==> src/rtl/div_clk_tick_gen.sv <==
// Turns divided-clock levels into single-cycle i_clk-domain ticks, with per-channel terminal counters,
// event strobes and sticky status. Define DIV_TICK_SYNC_EN to add a 2-flop synchronizer on each input.
module div_clk_tick_gen #(
    parameter int N   = 4,
    parameter int TCW = 8
) (
    input  logic             i_clk,
    input  logic             i_rst,
    input  logic [N-1:0]     i_div_clk,
    input  logic [N-1:0]     i_enable,
    input  logic [N*TCW-1:0] i_terminal,
    input  logic [N-1:0]     i_status_clr,
    output logic [N-1:0]     o_tick,
    output logic [N-1:0]     o_event,
    output logic [N*TCW-1:0] o_count,
    output logic [N-1:0]     o_status
);

    localparam logic [TCW-1:0] count_one = {{(TCW-1){1'b0}}, 1'b1};

    logic [N-1:0]     s;
    logic [N-1:0]     r_prev;
    logic             r_armed;
    logic             arm_load;
    logic [N-1:0]     rise;
    logic [N-1:0]     fire;
    logic [N-1:0]     ev_next;
    logic [N-1:0]     status_next;
    logic [N*TCW-1:0] count_next;

`ifdef DIV_TICK_SYNC_EN
    logic [N-1:0] r_sync1;
    logic [N-1:0] r_sync2;
    logic [1:0]   r_fill;

    // Arming waits until both synchronizer stages hold real samples.
    always_ff @(posedge i_clk or posedge i_rst) begin
        if (i_rst) begin
            r_sync1 <= '0;
            r_sync2 <= '0;
            r_fill  <= 2'd0;
        end else begin
            r_sync1 <= i_div_clk;
            r_sync2 <= r_sync1;
            if (r_fill != 2'd2)
                r_fill <= r_fill + 2'd1;
        end
    end

    assign s        = r_sync2;
    assign arm_load = (r_fill == 2'd2);
`else
    assign s        = i_div_clk;
    assign arm_load = 1'b1;
`endif

    // NOTE: every variable gets a default before the loop so no latch is inferred.
    always_comb begin
        rise        = {N{r_armed}} & s & ~r_prev;
        fire        = rise & i_enable;
        ev_next     = '0;
        count_next  = o_count;
        for (int i = 0; i < N; i++) begin
            if (fire[i]) begin
                // >= lets a lowered terminal wrap on the very next tick.
                if (o_count[i*TCW +: TCW] >= i_terminal[i*TCW +: TCW]) begin
                    count_next[i*TCW +: TCW] = '0;
                    ev_next[i]               = 1'b1;
                end else begin
                    count_next[i*TCW +: TCW] = o_count[i*TCW +: TCW] + count_one;
                end
            end
        end
        // Set wins over clear for the whole event window, including the visible strobe cycle.
        status_next = ev_next | o_event | (o_status & ~i_status_clr);
    end

    // NOTE: sequential state uses non-blocking assignments so all registers update together.
    always_ff @(posedge i_clk or posedge i_rst) begin
        if (i_rst) begin
            r_prev   <= '0;
            r_armed  <= 1'b0;
            o_tick   <= '0;
            o_event  <= '0;
            o_count  <= '0;
            o_status <= '0;
        end else begin
            r_prev   <= s;
            r_armed  <= r_armed | arm_load;
            o_tick   <= fire;
            o_event  <= ev_next;
            o_count  <= count_next;
            o_status <= status_next;
        end
    end

endmodule

==> config.mk <==
export PLATFORM = sky130hd
export DESIGN_NAME = div_clk_tick_gen
export DESIGN_NICKNAME = d
export VERILOG_FILES = /design/src/rtl/div_clk_tick_gen.sv
export SDC_FILE = /design/constraint.sdc
export NUM_CORES = 1
export LEC_CHECK = 0
export BUFFER_PORTS_ARGS = -buffer_cell sky130_fd_sc_hd__buf_2
export CAP_MARGIN = 25
export CORE_ASPECT_RATIO = 0.9
export CORE_MARGIN = 1.5
export CORE_UTILIZATION = 45
export DETAILED_ROUTE_END_ITERATION = 8
export PLACE_DENSITY = 0.79
export SYNTH_ARGS = -nofsm -noshare
export SYNTH_HDL_FRONTEND = slang
export SYNTH_SLANG_ARGS = --single-unit
==> constraint.sdc <==
create_clock -name i_clk -period 2 [get_ports i_clk]
set_input_delay 0.6 -clock i_clk [delete_from_list [all_inputs] [get_ports i_clk]]
set_output_delay 0.6 -clock i_clk [all_outputs]
set_load 0.02 [all_outputs]
==> out/metrics.csv <==
stage,metric,value,unit
logic_synthesis,#FFs+latches synth,49,
drt,DRT Wirelength,6320,um
logic_synthesis,async set-or-reset flop fraction in the synthesized netlist,100,%
layout,"most common cell after layout, fill and taps aside",buf_2,
layout,design area,3750,um2
timing,RSZ-0062 raised after global routing,no,
timing,Final period util,94.2,%
setup_path,CP Capture Type,flop,
timing,Hold Slack,0.328,ns
global_route,largest net degree at the start of global routing,30,
cts,CTS tree,done,
timing,max-slew violation count,0,
layout,final core utilization,60.6,%
drt,WL/cell,12.1,um
setup_path,CP Launch Type,flop,
logic_synthesis,Cell variety after synth,43,
drt,post-route ant nets,0,
logic_synthesis,post-synth net total,400,
cts,Clock H-tree levels,2,
drt,starting DRC count in detailed routing,84,
logic_synthesis,post-synthesis instance area,2910,um2
global_route,total gr overflow,0,
logic_synthesis,synthesis warning total,0,
pwr,Leakage,2.06,nW
global_route,first-pass GRT wire length,10800,um
drt,routed vias,2629,
cts,clock-pin slew on the worst setup and hold paths,0.08,ns
layout,Layout area overhead,28.8,%
global_route,antenna violations before repair,1,
layout,ant diodes,0,
setup_path,CP Max Fanout,4,
layout,Non-Filler Instances,523,
pwr,Design Power,3.61,mW
cts,Bufs on Longest Clock Path,2,
die,cell row count,27,
timing,Worst Skew,0.00530,ns
cts,Num CTS Buffers,5,
placed_design,post-DP HPWL,5100,um
cts,"Clk Latency, worst-skew pair",0.29,ns
cts,# clock sinks,49,
timing,fmax,531,MHz
logic_synthesis,sequential area share after synthesis,42.1,%
global_route,vias in the first global route,2571,
pwr,Peak VDD IR,0.491,mV
layout,fraction of layout instances using a drive strength above 1,30.7,%
drt,drt via density,5.03,
drt,TritonRoute pass-1 iters,4,
placed_design,Port Buffers,89,
die,I/O Pins,90,
pwr,PwrDens,962,nW/um2
placed_design,DP Area,3650,um2
drt,DRC Markers,0,
logic_synthesis,top_reg_cell synth,dfrtp_1,
setup_path,critical path arrival,2.09,ns
placed_design,routability cong.,0.799,
timing,Finish-stage setup viols,0,
logic_synthesis,"EDFF count, synth",0,
placed_design,placed cells,516,
logic_synthesis,Synth Instances,318,
die,Die Area,6960,um2
run,MaxCap Viol Count,0,
logic_synthesis,synthesized area per cell,9.15,um2
die,Die H,79.3,um
layout,Final nets,518,
die,Die Wd,87.8,um
cts,Post-CTS Hold Fix Bufs,0,
die,Core Region,6180,um2
timing,final hold vios,0,
min_path,Hold Path Class,primary input to async pin,
setup_path,Worst Path Required,2.20,ns
setup_path,crit path kind,flop to flop,
cts,CTS root buf,clkbuf_8,
die,initial core utilization,47.1,%
run_status,status,"finished, final reports clean",
timing,crit path time final,1.88,ns
global_route,Total GRT Usage,19.3,%
layout,most frequent cells in the layout,"buf_2, dfrtp_1, inv_1",
==> final timing paths <==
check | start | to | slack (ns) | cells past startpoint
max | o_count[16]$_DFFE_PP0P_ | o_count[20]$_DFFE_PP0P_ | 0.12 | 7
min | i_rst | o_count[0]$_DFFE_PP0P_ | 0.33 | 3
max reg2reg | o_count[16]$_DFFE_PP0P_ | o_count[20]$_DFFE_PP0P_ | 0.12 | 7
min reg2reg | o_event[3]$_DFF_PP0_ | o_status[3]$_DFF_PP0_ | 0.47 | 1
max in group asynchronous | i_rst | o_status[1]$_DFF_PP0_ | 1.35 | 3
min in group i_clk | i_div_clk[0] | r_prev[0]$_DFF_PP0_ | 0.43 | 1
==> cell usage after synthesis, types with 3 or more instances <==
library cell | instances | share of area [%]
a21oi_1 | 16 | 2.8
a22o_1 | 3 | 0.90
nor2_1 | 20 | 2.6
or3_1 | 3 | 0.64
nand4b_1 | 4 | 1.2
nand2_1 | 35 | 4.5
a211o_1 | 4 | 1.2
xor2_1 | 4 | 1.2
nand4_1 | 3 | 0.64
nor3_1 | 5 | 0.86
dfrtp_1 | 49 | 42
ha_1 | 36 | 15
o22ai_1 | 3 | 0.64
o21ai_1 | 4 | 0.69
nor2b_1 | 4 | 0.86
a211oi_1 | 4 | 1.0
o21ai_0 | 20 | 3.4
inv_1 | 48 | 6.2
nand3_1 | 22 | 3.8
==> final cells by class <==
class                           count  area (um2)
Inverter                           49         184
Sequential cell                    49        1230
Timing Repair Buffer              113         626
Fill cell                         545        2430
Clock buffer                        7        86.3
Tap cell                           87         109
Multi-Input combinational cell    218        1520
==> sequential cells by signal, indices dropped and copies added (netlist names) <==
signal	flops
o_tick	4
o_status	4
r_armed	1
r_prev	4
o_count	32
o_event	4
==> worst max-delay path: stages, from the launching register on <==
cell,delay (ns)
dfrtp_1,0.43
inv_1,0.10
ha_1,0.27
nor2b_1,0.12
o21ai_1,0.09
a31o_1,0.26
or4_1,0.40
o21ai_1,0.12
==> power by group <==
| part | switching, mW | internal, mW |
|---|---|---|
| Combinational | 0.933 | 0.691 |
| Sequential | 0.231 | 1.18 |
| Clock | 0.294 | 0.275 |
| Total | 1.46 | 2.15 |
==> metal layers <==
| layer | vias up | wire [um] | global-route usage [%] |
|---|---|---|---|
| li1 | 1328 | - | - |
| met1 | 1222 | 2890 | 24.1 |
| met2 | 71 | 3120 | 34.4 |
| met3 | 6 | 267 | 4.05 |
| met4 | 2 | 26 | 3.49 |
| met5 | - | 10 | 0 |
==> metrics by stage <==
step | worst slack, ns | setup TNS, ns
floorplan | 0.0128 | 0
global placement | -0.0479 | -0.347
detailed placement | -0.153 | -1.33
CTS | 0.109 | 0
global route | 0.00760 | 0
finish | 0.115 | 0
==> kinds of logic after synthesis <==
| group | count (synthesis) | share of synthesized area [%] |
|---|---|---|
| buf+inv | 51 | 6.58 |
| simple gates | 111 | 19.1 |
| flops | 49 | 42.1 |
| fa+ha+maj | 36 | 15.5 |
| mux | 2 | 0.688 |
| compound gates | 62 | 14.1 |
| other cells | 1 | 0.129 |
| xor+xnor | 6 | 1.81 |
==> what timing repair did <==
item | in CTS | in global routing
endpoints found under the setup margin | 0 | 2
gates resized for setup | 0 | 2
setup buffers | 0 | 0
hold endpoints to repair | 0 | 0
No activity file was read; power rests on OpenSTA's default activity.
